--- src/rtl/mem_copy_pkg.sv ---
// mem_copy_pkg: shared types for the memory copy engine.
//   state_t : engine FSM encoding (IDLE, RD, WR, DONE), 2 bits
//   dir_t   : copy direction (FWD increments pointers, BWD decrements)
package mem_copy_pkg;

   typedef enum logic [1:0] {
      IDLE = 2'd0,
      RD   = 2'd1,
      WR   = 2'd2,
      DONE = 2'd3
   } state_t;

   typedef enum logic {
      FWD = 1'b0,
      BWD = 1'b1
   } dir_t;

endpackage

--- src/rtl/mem_copy_engine.sv ---
// mem_copy_engine: overlap-safe (memmove) block copier driving a single-port
// memory with combinational read data. One read cycle and one write cycle per
// word; reports the M-bit wrap-around sum of the words written.
//
// Ports:
//   clock, reset       system clock, synchronous active-high reset
//   start              copy request, sampled only in IDLE
//   src, dst           source / destination base addresses (N bits)
//   len                word count 0..2**N (N+1 bits), larger values clamped
//   busy               high in RD/WR
//   done               one-cycle pulse when a copy completes (also len=0)
//   checksum           sum mod 2**M of the words written by the last copy
//   mem_addr           memory address
//   mem_wdata, mem_we  memory write data / write enable
//   mem_rdata          memory read data (combinational from mem_addr)
module mem_copy_engine
   import mem_copy_pkg::*;
#(
   parameter int M = 32,
   parameter int N = 10
) (
   input  logic         clock,
   input  logic         reset,
   input  logic         start,
   input  logic [N-1:0] src,
   input  logic [N-1:0] dst,
   input  logic [N:0]   len,
   output logic         busy,
   output logic         done,
   output logic [M-1:0] checksum,
   output logic [N-1:0] mem_addr,
   output logic [M-1:0] mem_wdata,
   output logic         mem_we,
   input  logic [M-1:0] mem_rdata
);

   localparam logic [N:0]   CNT_ONE = (N+1)'(1);
   localparam logic [N-1:0] PTR_ONE = N'(1);
   localparam logic [N:0]   MAX_LEN = CNT_ONE << N;

   state_t       state, next_state;
   dir_t         dir, dir_sel;
   logic [N-1:0] rptr, wptr;
   logic [N:0]   cnt;
   logic [M-1:0] data;

   logic [N:0]   len_clamp;
   logic [N-1:0] diff;
   logic [N-1:0] len_m1;

   // Request decode, only consumed in IDLE when start is accepted.
   // Backward mode is chosen when dst lies inside [src, src+len) modulo the
   // memory size, so the tail is copied first and no unread source word is
   // overwritten.
   always_comb begin
      len_clamp = (len > MAX_LEN) ? MAX_LEN : len;
      diff      = dst - src;
      len_m1    = len_clamp[N-1:0] - PTR_ONE;
      dir_sel   = ((dst != src) && ({1'b0, diff} < len_clamp)) ? BWD : FWD;
   end

   // Next state and memory-side outputs; everything idles at zero outside
   // RD/WR so the memory sees no stray addresses or writes.
   always_comb begin
      next_state = state;
      busy       = 1'b0;
      done       = 1'b0;
      mem_addr   = '0;
      mem_wdata  = '0;
      mem_we     = 1'b0;
      case (state)
         IDLE: begin
            if (start) begin
               next_state = (len_clamp == '0) ? DONE : RD;
            end
         end
         RD: begin
            busy       = 1'b1;
            mem_addr   = rptr;
            next_state = WR;
         end
         WR: begin
            busy       = 1'b1;
            mem_addr   = wptr;
            mem_wdata  = data;
            mem_we     = 1'b1;
            next_state = (cnt == CNT_ONE) ? DONE : RD;
         end
         DONE: begin
            done       = 1'b1;
            next_state = IDLE;
         end
         default: next_state = IDLE;
      endcase
   end

   always_ff @(posedge clock) begin
      if (reset) begin
         state    <= IDLE;
         dir      <= FWD;
         rptr     <= '0;
         wptr     <= '0;
         cnt      <= '0;
         data     <= '0;
         checksum <= '0;
      end else begin
         state <= next_state;
         case (state)
            IDLE: begin
               if (start) begin
                  cnt      <= len_clamp;
                  dir      <= dir_sel;
                  checksum <= '0;
                  if (dir_sel == BWD) begin
                     rptr <= src + len_m1;
                     wptr <= dst + len_m1;
                  end else begin
                     rptr <= src;
                     wptr <= dst;
                  end
               end
            end
            RD: begin
               data <= mem_rdata;
            end
            WR: begin
               checksum <= checksum + data;
               cnt      <= cnt - CNT_ONE;
               if (dir == BWD) begin
                  rptr <= rptr - PTR_ONE;
                  wptr <= wptr - PTR_ONE;
               end else begin
                  rptr <= rptr + PTR_ONE;
                  wptr <= wptr + PTR_ONE;
               end
            end
            default: ;
         endcase
      end
   end

endmodule

--- config.mk ---
export PLATFORM = sky130hd
export DESIGN_NAME = mem_copy_engine
export DESIGN_NICKNAME = d
export VERILOG_FILES = /design/src/rtl/mem_copy_pkg.sv /design/src/rtl/mem_copy_engine.sv
export SDC_FILE = /design/constraint.sdc
export NUM_CORES = 1
export LEC_CHECK = 0
export CAP_MARGIN = 20
export CORE_ASPECT_RATIO = 1.75
export CORE_UTILIZATION = 23
export DETAILED_ROUTE_END_ITERATION = 8
export PLACE_DENSITY = 0.43
export SYNTH_ARGS = -nofsm -noshare
export SYNTH_HDL_FRONTEND = slang
export SYNTH_SLANG_ARGS = --single-unit
--- constraint.sdc ---
create_clock -name clock -period 5.85 [get_ports clock]
set_input_delay 0.585 -clock clock [delete_from_list [all_inputs] [get_ports clock]]
set_output_delay 0.585 -clock clock [all_outputs]
set_load 0.01 [all_outputs]
==> flow_metrics.tcl, run 1 <==
set metrics [dict create \
    first_global_vias 7806 \
    fin_crit_sh_pct 79.8 \
    fin_crit_ps 4670 \
    cts_root_buffer "clkbuf_16" \
    start_util_pct 23.5 \
    cts_setup_buffers 0 \
    crit_fanout 12 \
    seqCellArea_mm2 0.00196 \
    worst_setup_path_end_kind "flop" \
    fp.dieH_um 251 \
    rsz0062_at_grt "false" \
    synth.ff_latch_count 98 \
    yosysSeqAreaShare_pct 24.1 \
    dr.pass1.iters 4 \
    wl_per_cell_um 17.7 \
    fin_nets 1288 \
    antenna_cells 0 \
    cap_violations 0 \
    die_w_um 144 \
    n_fill_cell 3832 \
    postRouteAntennaNets 0 \
    synth_edf_count 0 \
    totalWireLength_mm 28.1 \
    rr_worst_depth 11 \
    avgSynthCellArea_um2 8.12 \
    fmax_mhz 214 \
    coreArea_mm2 0.0347 \
    overflow 0 \
    ir_worst_vdd_v 0.0000939 \
    status "completed" \
    holdPathStages 2 \
    synth.most_common_cell "nor2_1" \
    synth_top_area_share_pct 24.1 \
    r2r_end "rptr[8]$_SDFFE_PP0P_" \
    worstSetupStartpointType "input port" \
    multi_input_area_mm2 0.00586 \
    dieArea_mm2 0.0362 \
    row_count 90 \
    max_stage_delay_ps 580 \
    rrSetupSlack_ps 2430 \
    critical-path-top-delay-family "compound AO/OA/AOI/OAI gates" \
    hold_viol 0 \
    async_flop_share_pct 0 \
    drv_slew 0 \
    track_usage_pct 15.9 \
    cts.path.max_buffers 2 \
    cts_sinks 98 \
    pwr_density_cell_mw_per_mm2 219 \
    path_class "in2reg" \
    port_buffers 142 \
    syn_nets 1168 \
    htree_num_levels 3 \
    relSlewSlack_pct 29.7 \
    synth_warnings 0 \
    p_leak_nw 4.24 \
    cts_tree "done" \
    hold_buffers 0 \
    worst-path-buf-inv 2 \
    drt_iter0_drc 264 \
    syn_inst 1004 \
    worst_hold_slack_ps 478 \
    gp_congestion 0.851 \
    whs_endpoint "rptr[7]$_SDFFE_PP0P_" \
    crit_required_ps 6090 \
    area_delta_synth_final_pct 27.2 \
    slowest_stage "clkdlybuf4s50_1" \
    finalSetupViolations 0 \
    grt_max_degree 62 \
    antenna_found_initial 0 \
    vias 7644 \
    synth_commonest_cells "117 x nor2_1, 98 x dfxtp_1, 92 x ha_1" \
    min_path_type "reg2reg" \
    dp_hpwl_mm 22.3 \
    cts_resized 0 \
    fin_skew_ps 13.7 \
    synth_area_leaders "dfxtp_1 24%, ha_1 14%, nor2_1 5.4%" \
    timing.setup.tns_ps 0 \
    hp-start "rptr[7]$_SDFFE_PP0P_" \
    tightest_slew_ps 1050 \
    io_pins 143 \
    crit_arrival_ps 4900 \
    cp_cell_sequence "clkdlybuf4s50_1 > inv_1 > ha_1 > nor2b_1 > o21ai_0 > a21boi_0 > o21ai_0 > a21boi_0 > o21ai_0 > a21boi_0 > nor2_1 > ha_1 > a21o_1 > a21oi_1 > o21ai_1 > a31oi_4 > mux2_2 > a221oi_1 > nor2_1" \
    synthFlopType "dfxtp_1" \
    synth_area_mm2 0.00816 \
    drc 0 \
    drive_above_1_share_pct 4.34 \
    r2r_start "dir$_SDFFE_PP0P_" \
    cts.clk_slew.worst_paths_ps 70 \
    cts_made_buffers 9 \
    ys_types 68 \
    grt_first_pass_wirelength_mm 43.0 \
    synth_area_leader_cell "dfxtp_1" \
    worstSkewPairLatency_ps 380 \
    vias_per_cell 4.81 \
]
## flip-flops by register name, summed over array words and instances, names as in the netlist
signal,flops
checksum,32
data,32
cnt,11
rptr,10
wptr,10
state,2
dir,1
## worst reg2reg max path, delay by kind of cell, from the launching register on
| family | cells | cell delay, ps |
|---|---|---|
| buffers and inverters | 2 | 430 |
| XOR/XNOR | 1 | 190 |
| flip-flops | 1 | 950 |
| AO/OA/AOI/OAI | 7 | 1230 |
| adder cells (fa/ha/maj) | 1 | 530 |
## worst max path at each step
stage,slack [ps],to,depth (start not counted),start
after floorplan,1990,rptr[0]$_SDFFE_PP0P_,18,src[1]
after global placement,860,rptr[0]$_SDFFE_PP0P_,19,src[1]
after detailed placement,810,rptr[0]$_SDFFE_PP0P_,19,src[1]
after CTS,1190,rptr[0]$_SDFFE_PP0P_,19,src[1]
after global routing,760,rptr[8]$_SDFFE_PP0P_,20,src[1]
final,1180,rptr[0]$_SDFFE_PP0P_,19,src[1]
## layout by cell type (no fill, tap or decap), types with 4 or more instances in the layout
cell and instances:
o22ai_1 11, a21boi_0 4, ha_1 90, o31ai_1 6, a211oi_1 19, fa_1 6, a22oi_1 23, xor2_1 22
mux2_2 9, and2_1 37, nor2_1 117, a221oi_1 4, a311oi_1 4, clkbuf_16 9, mux2i_1 42, dfxtp_1 98
a22o_1 16, nor3_1 21, a21oi_1 69, o21ai_0 42, nor2b_1 18, o21a_1 7, o211ai_1 10, and3_1 4
o21bai_1 13, nand2_1 65, nand2b_1 6, nor4_1 7, buf_4 9, nand3_1 16, a31oi_1 7, a21o_1 29
inv_1 50, xnor2_1 43, clkdlybuf4s50_1 141, nand4_1 5
## cell type report
type	instances	area share (%)
Sequential cell	98	18.9
Timing Repair Buffer	151	14.3
Tap cell	460	5.55
Clock inverter	5	0.591
Inverter	50	1.81
Clock buffer	11	2.34
Multi-Input combinational cell	814	56.5
## layer usage
layer,vias to the layer above,routed length [um],GRT usage [%]
li1,3875,-,-
met1,3568,10500,15.6
met2,158,15800,31.2
met3,43,729,2.13
met4,0,1020,7.85
met5,-,0,0
## report_power, final
group | switching, mW | leakage (nW) | internal [mW]
sequential | 0.0659 | 0.799 | 0.725
clock | 0.289 | 0.151 | 0.347
combinational | 0.474 | 3.29 | 0.366
## kinds of logic (layout without fill, tap and decap cells)
family                     count (synthesis)  after routing  share of synthesized area (%)
AOI/OAI and AO/OA                        292            292                           24.8
DFF                                       98             98                           24.1
buffers and inverters                     92            217                           4.31
xor gates and xnor gates                  65             65                           6.98
and+or+nand+nor                          308            308                           17.9
adders and majority gates                 98             98                           15.6
muxes                                     51             51                           6.40
## through the flow
stage          util (%)  cell area, um2  setup WS, ps  power [mW]  instances
2_1_floorplan         -            8160          1990        1.38       1004
3_3_place_gp       29.0           10100           860        1.65       1573
3_5_place_dp       29.0           10100           807        1.66       1573
4_1_cts            29.9           10400          1190        2.31       1589
5_1_grt            29.9           10400           760        2.43       1589
6_report           29.9           10400          1180        2.27       1589
Note: power is estimated with default switching activity, not from simulation.
==> run 2: changes to the inputs <==
==> constraint.sdc (replaced) <==
create_clock -name clock -period 4.5 [get_ports clock]
set_input_delay 0.45 -clock clock [delete_from_list [all_inputs] [get_ports clock]]
set_output_delay 0.45 -clock clock [all_outputs]
set_load 0.01 [all_outputs]
==> flow_metrics.tcl, run 2 (synthesis gave the netlist of run 1 again) <==
set metrics [dict create \
    cts_root_buffer "clkbuf_16" \
    cts_made_buffers 9 \
    relSlewSlack_pct 30.4 \
    worstSkewPairLatency_ps 390 \
    antenna_cells 0 \
    cts_setup_buffers 0 \
    cts.path.max_buffers 2 \
    crit_required_ps 4750 \
    place_ws_ps -51.2 \
    wl_per_cell_um 17.4 \
    track_usage_pct 16.0 \
    vias_per_cell 4.75 \
    p_leak_nw 4.38 \
    fin_crit_ps 4080 \
    min_path_type "reg2reg" \
    hold_viol 0 \
    area_delta_synth_final_pct 30.1 \
    fin_nets 1317 \
    fin_skew_ps 15.4 \
    ir_worst_vdd_v 0.000132 \
    fin_crit_sh_pct 90.6 \
    pwr_density_cell_mw_per_mm2 281 \
    coreArea_mm2 0.0347 \
    path_class "in2reg" \
    dr.pass1.iters 6 \
    htree_num_levels 3 \
    finalSetupViolations 0 \
    rsz0062_at_grt "false" \
    crit_fanout 10 \
    cpMostUsedCell "o21ai_0" \
    dp_hpwl_mm 22.8 \
    grt_max_degree 75 \
    overflow 0 \
    hold_buffers 0 \
    tightest_slew_ps 1040 \
    fp.dieH_um 251 \
    postRouteAntennaNets 0 \
    power_mw 2.99 \
    die_w_um 144 \
    fin_ws_ps 425 \
    cap_violations 0 \
    cts.clk_slew.worst_paths_ps 80 \
    cts_sinks 98 \
    drive_above_1_share_pct 6.82 \
    cts_resized 0 \
    drc 0 \
    gp_congestion 0.911 \
    cts_tree "done" \
    vias 7691 \
    worstSetupStartpointType "input port" \
    grt_first_pass_wirelength_mm 43.2 \
    crit_arrival_ps 4320 \
    cp_cell_sequence "clkdlybuf4s50_1 > inv_1 > ha_1 > nor2b_1 > o21ai_0 > a21boi_1 > o21ai_0 > a21boi_0 > o21ai_0 > a21boi_1 > nor2_1 > ha_1 > a21o_1 > a21oi_1 > o21ai_1 > a31oi_4 > buf_12 > mux2_2 > o211ai_1 > a21oi_1" \
    dieArea_mm2 0.0362 \
    slowest_stage "clkdlybuf4s50_1" \
    drt_iter0_drc 323 \
    status "completed" \
    drv_slew 0 \
    first_global_vias 7674 \
    max_stage_delay_ps 470 \
    io_pins 143 \
    layout_commonest_cell "clkdlybuf4s50_1" \
    n_fill_cell 3830 \
    row_count 90 \
    port_buffers 142 \
    final_cell_mix "141 x clkdlybuf4s50_1, 117 x nor2_1, 98 x dfxtp_1" \
    start_util_pct 23.5 \
    fmax_mhz 245 \
    worst_setup_path_end_kind "flop" \
    top_regs "checksum x32, data x32, cnt x11" \
    antenna_found_initial 0 \
    totalWireLength_mm 28.1 \
]
==> run 2: path summary, 6_finish.rpt <==
check | from | end | slack [ps] | cells past startpoint
max | src[1] | wptr[3]$_SDFFE_PP0P_ | 420 | 20
min | wptr[7]$_SDFFE_PP0P_ | wptr[7]$_SDFFE_PP0P_ | 480 | 2
max reg2reg | data[1]$_SDFFE_PP0P_ | checksum[31]$_SDFFE_PP0P_ | 1370 | 10
min reg2reg | wptr[7]$_SDFFE_PP0P_ | wptr[7]$_SDFFE_PP0P_ | 480 | 2
==> run 2: final cells by class <==
class	instances	area (um2)	area share (%)
Multi-Input combinational cell	814	5860	55.3
Sequential cell	98	1960	18.5
Timing Repair Buffer	180	1710	16.2
Tap cell	460	576	5.43
Clock buffer	9	225	2.12
Inverter	50	188	1.77
Clock inverter	7	81.3	0.767
==> run 2: stage by stage <==
| step | instance area [um2] | util [%] | setup TNS [ps] | cells | hold WS [ps] |
|---|---|---|---|---|---|
| after CTS | 10600 | 30.6 | 0 | 1618 | 483 |
| after global placement | 10300 | 29.7 | 0 | 1602 | 465 |
| after floorplan | 8160 | - | 0 | 1004 | 448 |
| final | 10600 | 30.6 | 0 | 1618 | 477 |
| after detailed placement | 10300 | 29.7 | -207 | 1602 | 473 |
| after global routing | 10600 | 30.6 | 0 | 1618 | 505 |
==> run 2: power by group <==
group	internal, mW	switching (mW)
combinational	0.514	0.634
sequential	0.942	0.0787
clock	0.397	0.421
==> run 2: per-layer routing <==
| layer | GRT usage [%] | wire [um] | vias to the layer above |
|---|---|---|---|
| li1 | - | - | 3923 |
| met1 | 16.1 | 10400 | 3590 |
| met2 | 31.4 | 16000 | 146 |
| met3 | 2.06 | 824 | 32 |
| met4 | 7.04 | 881 | 0 |
| met5 | 0 | 0 | - |
==> run 2: critical path: cells and delay by family <==
family	cells	cell delay [ps]
multiplexers	1	330
buffers and inverters	3	700
adder cells (fa/ha/maj)	2	550
AND/OR/NAND/NOR	2	260
AO/OA/AOI/OAI	12	2030
==> run 3: changes to the inputs <==
--- a/config.mk
+++ b/config.mk
@@ -10,6 +10,8 @@
 export CORE_UTILIZATION = 23
 export DETAILED_ROUTE_END_ITERATION = 8
 export PLACE_DENSITY = 0.43
+export REMOVE_ABC_BUFFERS = 1
 export SYNTH_ARGS = -nofsm -noshare
 export SYNTH_HDL_FRONTEND = slang
 export SYNTH_SLANG_ARGS = --single-unit
+export TNS_END_PERCENT = 20
==> flow_metrics.tcl, run 3 (synthesis gave the netlist of run 1 again) <==
set metrics [dict create \
    first_global_vias 7984 \
    multi_input_area_mm2 0.00586 \
    die_w_um 144 \
    area_delta_synth_final_pct 30.1 \
    crit_arrival_ps 4370 \
    min_path_type "reg2reg" \
    rr_worst_depth 10 \
    hold_viol 0 \
    crit_path_end "rptr[5]$_SDFFE_PP0P_" \
    worst_hold_slack_ps 493 \
    r2r_start "checksum[1]$_SDFFE_PP0P_" \
    vias_per_cell 4.80 \
    grt_first_pass_wirelength_mm 44.8 \
    coreArea_mm2 0.0347 \
    crit_required_ps 4780 \
    cts_root_buffer "clkbuf_16" \
    start_util_pct 23.5 \
    fin_area_mm2 0.0106 \
    ir_worst_vdd_v 0.000216 \
    fmax_mhz 244 \
    wl_per_cell_um 18.0 \
    relSlewSlack_pct 29.2 \
    io_pins 143 \
    row_count 90 \
    cts_setup_buffers 0 \
    seqCellArea_mm2 0.00196 \
    gp_congestion 0.861 \
    r2r_end "checksum[31]$_SDFFE_PP0P_" \
    track_usage_pct 16.6 \
    clock_power_share_pct 29.1 \
    pwr_density_cell_mw_per_mm2 288 \
    path_class "in2reg" \
    p_sw_mw 1.11 \
    top_regs "checksum x32, data x32, cnt x11" \
    cts.path.max_buffers 2 \
    postRouteAntennaNets 0 \
    totalWireLength_mm 29.2 \
    fin_nets 1317 \
    cts_made_buffers 9 \
    cts_tree "done" \
    antenna_cells 0 \
    p_sw_share_pct 36.4 \
    comb_power_share_pct 37.5 \
    fin_util_pct 30.6 \
    drv_slew 0 \
    status "completed" \
    drc 0 \
    n_fill_cell 3867 \
    cap_violations 0 \
    drive_above_1_share_pct 6.74 \
    antenna_found_initial 0 \
    rrSetupSlack_ps 1440 \
    rsz0062_at_grt "false" \
    htree_num_levels 3 \
    dp_hpwl_mm 23.1 \
    vias 7760 \
    grt_max_degree 42 \
    fin_skew_ps 11.6 \
    cp-startpoint "src[1]" \
    layout_commonest_cell "clkdlybuf4s50_1" \
    dieArea_mm2 0.0362 \
    crit_fanout 11 \
    fin_crit_sh_pct 90.9 \
    pwr-share-seq_pct 33.4 \
    cts.clk_slew.worst_paths_ps 60 \
    intPower_mw 1.95 \
    dpl_cell_area_mm2 0.0103 \
    worstSkewPairLatency_ps 380 \
    worst_setup_path_end_kind "flop" \
    final_cell_mix "141 x clkdlybuf4s50_1, 117 x nor2_1, 98 x dfxtp_1" \
    drt_iter0_drc 270 \
    holdPathStages 2 \
    cts_sinks 98 \
    p_leak_nw 4.38 \
    tightest_slew_ps 1060 \
    worstSetupStartpointType "input port" \
    fp.dieH_um 251 \
    overflow 0 \
    dr.pass1.iters 4 \
    fin_crit_ps 4090 \
    port_buffers 142 \
    finalSetupViolations 0 \
]
[run 3: area by class of cell]
cell class / instances / area share, %
multi-input combinational: 814 / 55.2
sequential: 98 / 18.5
timing repair buffer: 180 / 16.0
tap: 460 / 5.42
clock buffer: 10 / 2.16
inverter: 50 / 1.77
clock inverter: 6 / 0.908
[run 3: worst min-delay path by stage]
stage	from	end	slack (ps)
after floorplan	wptr[7]$_SDFFE_PP0P_	wptr[7]$_SDFFE_PP0P_	440
after global placement	rptr[7]$_SDFFE_PP0P_	rptr[7]$_SDFFE_PP0P_	470
after detailed placement	rptr[3]$_SDFFE_PP0P_	rptr[3]$_SDFFE_PP0P_	480
after CTS	rptr[3]$_SDFFE_PP0P_	rptr[3]$_SDFFE_PP0P_	490
after global routing	rptr[3]$_SDFFE_PP0P_	rptr[3]$_SDFFE_PP0P_	500
final	rptr[3]$_SDFFE_PP0P_	rptr[3]$_SDFFE_PP0P_	490
[run 3: timing repair]
| action | in CTS | in global routing |
|---|---|---|
| setup endpoints to repair | 0 | 13 |
| hold buffers | 0 | 0 |
| gates resized for setup | 0 | 3 |
[run 3: through the flow]
stage	TNS [ps]	power, mW	setup slack, ps	instances
global route	0	3.26	62.5	1618
floorplan	-1.26	1.78	-1.26	962
finish	0	3.06	407	1618
CTS	0	3.11	246	1618
global placement	-25.8	2.19	-25.8	1602
detailed placement	-568	2.20	-128	1602
[run 3: routing by layer]
layer,global-route usage (%),part of all wire [%],vias to the layer above
met1,16.7,38,3651
met5,0,0,-
met2,32.1,55,147
li1,-,-,3923
met3,2.13,3.0,39
met4,8.45,4.2,0
[run 3: worst max-delay path, stage by stage]
cell,delay (ps)
clkdlybuf4s50_1,490
inv_1,60
ha_1,280
nor2b_1,120
o21ai_0,100
a21boi_1,210
o21ai_0,130
a21boi_0,290
o21ai_1,120
a21boi_1,240
nor2_1,80
ha_1,290
a21o_1,160
a21oi_1,130
o21ai_1,110
a31oi_4,200
buf_4,220
buf_4,160
mux2i_1,180
o21ai_0,90
a211oi_1,250
[run 3: power by group through the flow]
stage | sequential [mW] | clock, mW | combinational, mW
2_1_floorplan | 1.01 | 0 | 0.763
3_3_place_gp | 1.04 | 0 | 1.15
3_5_place_dp | 1.04 | 0 | 1.16
4_1_cts | 1.02 | 0.925 | 1.16
5_1_grt | 1.03 | 0.949 | 1.27
6_report | 1.02 | 0.890 | 1.15
==> variant 1: new RTL, settings of run 1 <==
`N`: 10 -> 9.
--- a/src/rtl/mem_copy_engine.sv
+++ b/src/rtl/mem_copy_engine.sv
@@ -19,3 +19,3 @@
    parameter int M = 32,
-   parameter int N = 10
+   parameter int N = 9
 ) (
Ports: changed (resized dst, len, mem_addr and src); port bits go from 143 to 139. No check against the original RTL was run, so the function may have changed too.
==> variant 1 against run 1 <==
The run now ends with DRC left. Core utilization shrank 0.063 points. Power shrank 6.4%. Synthesized area shrank 7.6%. Largest power group is now sequential cells. Cell count shrank 8.2%. Routed wire length shrank 9.2%. Register-to-register slack gained 0.04 ns. Setup slack lost 0.012 ns. Sequential share of layout area grew 0.86 points. Sequential cell count shrank 3. Design area shrank 7.3%. Largest cell class unchanged.
==> variant 1: results (changes against run 1) <==
\begin{tabular}{lr}
\hline
Metric & Value \\
\hline
\multicolumn{2}{l}{\textbf{Placed design}} \\
Port Buf Inserts & 138 (-2.8\%) \\
Instance count after placement with tap cells included & 1442 (-8.3\%) \\
Dpl hpwl & 19700 um (-12\%) \\
Final GP Congestion & 0.854 (+0.40\%) \\
Pre-CTS setup slack & 0.832 ns (+0.0247 ns) \\
\multicolumn{2}{l}{\textbf{Synth}} \\
Number of instances in the synthesized netlist & 938 (-6.6\%) \\
Mapped Nets & 1094 (-6.3\%) \\
Unique cell type count in the Yosys netlist & 59 (-13\%) \\
List of most frequent post-synthesis cells & 97 x nor2\_1, 95 x dfxtp\_1, 94 x a21oi\_1 \\
Yosys synthesis warning count & 0 (unchanged) \\
Most used flip-flop cell after synthesis & dfxtp\_1 \\
Largest cells by area after synthesis & dfxtp\_1 25\%, ha\_1 14\%, a21oi\_1 6.2\% \\
\multicolumn{2}{l}{\textbf{Run status}} \\
Violations in the final reports & DRC \\
Status & finished with violations \\
\multicolumn{2}{l}{\textbf{Global routing}} \\
Vias in the first global route & 7179 (-8.0\%) \\
Total global-route track usage & 0.154 (-0.00413) \\
First-pass GRT wire length & 39600 um (-7.9\%) \\
Maximum number of pins on one net before global-route repair & 55 (-11\%) \\
\multicolumn{2}{l}{\textbf{Route}} \\
DRT Pass-1 Iters & 6 (+2) \\
Via count & 6945 (-9.1\%) \\
Drt initial violations & 284 (+7.6\%) \\
Final routed DRC violation total & 15 (+15) \\
Final routed wire length divided by cell count & 17.5 um (-1.0\%) \\
\multicolumn{2}{l}{\textbf{Pwr}} \\
Worst-case vdd ir drop & 137 uV (+46\%) \\
LEAKAGE & 0.00398 uW (-6.2\%) \\
\multicolumn{2}{l}{\textbf{STA}} \\
Setup Skew & 0.0103 ns (-0.00341 ns) \\
Slew headroom & 0.333 (+0.0357) \\
\multicolumn{2}{l}{\textbf{Worst setup path}} \\
Critical path peak fanout & 33 (+21) \\
Worst path arrival time & 4.92 ns (+0.02 ns) \\
Depth of the most critical reg-to-reg path & 12 (+1) \\
Library cell contributing the largest single delay on the critical path & a211o\_1 \\
\multicolumn{2}{l}{\textbf{Layout}} \\
Largest registers & checksum (32), data (32), cnt (10) \\
Post-Layout Cell Count & 1458 (-8.2\%) \\
Share of post-route cells with drive strength above 1 & 0.0397 (-0.00370) \\
\hline
\end{tabular}
variant 1: cell types whose count changed after synthesis, moves of 7 or more:
cell,delta
inv_1,-13
o21ai_0,+12
mux2i_1,-8
a211oi_1,-11
nor3_1,-9
nor2_1,-20
nand2_1,-7
a21oi_1,+25
mux2_2,-9
variant 1: cell type report:
class / count / area, um^2
Tap cell: 400 / 500
Inverter: 37 / 139
Clock buffer: 11 / 243
Clock inverter: 4 / 31.3
Sequential cell: 95 / 1900
Timing Repair Buffer: 148 / 1460
Fill cell: 3504 / 22600
Multi-Input combinational cell: 763 / 5350
variant 1: power by group:
| group | internal (uW) | switching, uW |
|---|---|---|
| sequential | 706 | 66.4 |
| clock | 299 | 286 |
| combinational | 329 | 434 |
| total | 1330 | 787 |
variant 1: cells by family after synthesis:
kind of cell,after synthesis,synth area share
AO/OA/AOI/OAI,293,0.248
AND/OR/NAND/NOR,278,0.179
multiplexers,34,0.0452
XOR/XNOR,65,0.0756
flip-flops,95,0.252
adder cells (fa/ha/maj),93,0.160
buffers and inverters,80,0.0399
variant 1: layer usage:
layer / vias to the layer above / part of all wire / global-route usage
li1: 3583 / - / -
met1: 3221 / 0.39 / 0.154
met2: 113 / 0.55 / 0.308
met3: 28 / 0.031 / 0.0231
met4: 0 / 0.030 / 0.0747
met5: - / 0 / 0
variant 1: worst paths after layout:
check	endpoint	start	slack, ns
setup reg to reg	wptr[8]	dir	2.47
setup / recovery	wptr[8]	src[1]	1.17
hold / removal	checksum[31]	checksum[31]	0.48
hold reg to reg	checksum[31]	checksum[31]	0.48
variant 1: critical path: cells and delay by family:
family | cells | cell delay [ns]
fa+ha+maj | 2 | 0.59
buf+inv | 2 | 0.69
simple gates | 4 | 0.55
compound gates | 9 | 2.25
xor+xnor | 2 | 0.24
==> variant 2: new RTL, config.mk and constraints of run 1 <==
Made on the original files. Encoding of `state_t`: now Gray code (2 bits for 4 states).
--- a/src/rtl/mem_copy_pkg.sv
+++ b/src/rtl/mem_copy_pkg.sv
@@ -6,6 +6,6 @@
    typedef enum logic [1:0] {
-      IDLE = 2'd0,
-      RD   = 2'd1,
-      WR   = 2'd2,
-      DONE = 2'd3
+      IDLE = 2'b00,
+      RD   = 2'b01,
+      WR   = 2'b11,
+      DONE = 2'b10
    } state_t;
Function: no difference found for any inputs over 10 cycles, from zero or initial values and one cycle with reset high; not proved beyond that.
==> variant 2 against run 1 <==
Synthesized area down 2.4%. Power down 11%. Design area down 2.0%. Cell count up 2.1%. Setup slack worse by 0.19 ns. Routed wire length about the same. Register-to-register slack worse by 0.20 ns. Count of clock-buffer cells in the layout unchanged. Sequential cell count unchanged. Global-route usage up 0.58 points. Non-clock buffer count up 7. Critical path type unchanged. Critical endpoint is now wptr[4]. Largest power group is now sequential cells. Highest routed layer unchanged.
==> variant 2: results (changes against run 1) <==
\begin{tabular}{lr}
\hline
Metric & Value \\
\hline
\multicolumn{2}{l}{\textbf{Placed design}} \\
Final GP Congestion & 0.874 (+2.7\%) \\
Instance count after placement with tap cells included & 1607 (+2.2\%) \\
Pre-CTS setup slack & 0.597 ns (-0.210 ns) \\
Post-detailed-placement cell area & 9870 um\^{}2 (-2.0\%) \\
Dpl hpwl & 22100 um (-0.82\%) \\
\multicolumn{2}{l}{\textbf{Worst setup path}} \\
Depth of the most critical reg-to-reg path & 8 (-3) \\
Crit path largest cell delay & 0.54 ns (-0.04 ns) \\
Register-to-register setup slack & 2.23 ns (-0.20 ns) \\
Reg2Reg Launch Point & state[0] \\
Reg2reg end & checksum[31] \\
Worst path arrival time & 5.10 ns (+0.20 ns) \\
Critical path peak fanout & 19 (+7) \\
\multicolumn{2}{l}{\textbf{Global routing}} \\
Maximum number of pins on one net before global-route repair & 51 (-18\%) \\
Total global-route track usage & 0.164 (+0.00578) \\
Vias in the first global route & 7933 (+1.6\%) \\
\multicolumn{2}{l}{\textbf{Pwr}} \\
Internal power consumption & 1330 uW (-7.5\%) \\
LEAKAGE & 0.00427 uW (+0.68\%) \\
Worst-case vdd ir drop & 142 uV (+51\%) \\
\multicolumn{2}{l}{\textbf{Synth}} \\
Sequential fraction of the synthesis area & 0.247 (+0.00598) \\
List of most frequent post-synthesis cells & 161 x nand2\_1, 125 x a21oi\_1, 98 x dfxtp\_1 \\
Mapped Nets & 1205 (+3.2\%) \\
Unique cell type count in the Yosys netlist & 66 (-2.9\%) \\
Largest cells by area after synthesis & dfxtp\_1 25\%, ha\_1 14\%, a21oi\_1 7.9\% \\
Number of instances in the synthesized netlist & 1045 (+4.1\%) \\
\multicolumn{2}{l}{\textbf{Layout}} \\
Nets & 1323 (+2.7\%) \\
Largest registers & checksum (32), data (32), cnt (11) \\
Filler instances & 3760 (-1.9\%) \\
\multicolumn{2}{l}{\textbf{Route}} \\
Final routed wire length divided by cell count & 17.3 um (-2.1\%) \\
Vias per inst & 4.77 (-0.80\%) \\
Detailed Route WL & 28000 um (about the same) \\
Drt initial violations & 256 (-3.0\%) \\
\multicolumn{2}{l}{\textbf{STA}} \\
Slew headroom & 0.363 (+0.0660) \\
Final Hold Slack & 0.475 ns (-0.00314 ns) \\
Setup Skew & 0.00459 ns (-0.00907 ns) \\
\multicolumn{2}{l}{\textbf{Clock network}} \\
Root Buffer Master & clkbuf\_16 \\
\multicolumn{2}{l}{\textbf{Min path}} \\
HP Start & checksum[21] \\
End point of the most critical hold path & checksum[21] \\
\multicolumn{2}{l}{\textbf{Run status}} \\
Status & complete, no violations \\
\hline
\end{tabular}
variant 2: cell count changes after synthesis, moves of 16 or more:
cell,change
nor3_1,-16
a21oi_1,+56
a22oi_1,-20
nand2_1,+96
and2_1,-34
mux2i_1,-25
a22o_1,-16
nor2_1,-58
and3_1,+36
variant 2: cells by family (layout without fill, tap and decap cells):
family,Yosys count,after routing,share of synthesized area
muxes,18,18,0.0228
AOI/OAI and AO/OA,318,318,0.249
DFF,98,98,0.247
adders and majority gates,94,94,0.153
xor gates and xnor gates,66,66,0.0726
buffers and inverters,93,215,0.0458
and+or+nand+nor,358,358,0.210
variant 2: how the worst max path moves through the flow:
stage,to,depth (start not counted),start,slack (ns)
global placement,wptr[4],21,src[1],0.66
detailed placement,wptr[4],21,src[1],0.60
global route,wptr[4],21,src[1],0.52
CTS,wptr[4],21,src[1],0.98
floorplan,rptr[0],18,src[1],1.79
finish,wptr[4],21,src[1],0.99
variant 2: routing by layer:
metal / global-route usage / share of wire
met5: 0 / 0
met4: 0.0731 / 0.035
met3: 0.0196 / 0.022
met2: 0.335 / 0.57
met1: 0.161 / 0.37
variant 2: layout make-up:
cell class	instances	area, um^2	share of cell area
Clock inverter	4	51.3	0.00505
Tap cell	455	569	0.0560
Sequential cell	98	1960	0.193
Timing Repair Buffer	158	1540	0.151
Clock buffer	11	243	0.0239
Inverter	42	158	0.0155
Multi-Input combinational cell	854	5640	0.555
variant 2: power by group through the flow:
stage               Clock (uW)  Combinational (uW)  Sequential (uW)
finish                     620                 641              751
global route               674                 719              757
global placement             0                 647              766
CTS                        653                 650              751
detailed placement           0                 646              767
floorplan                    0                 448              749
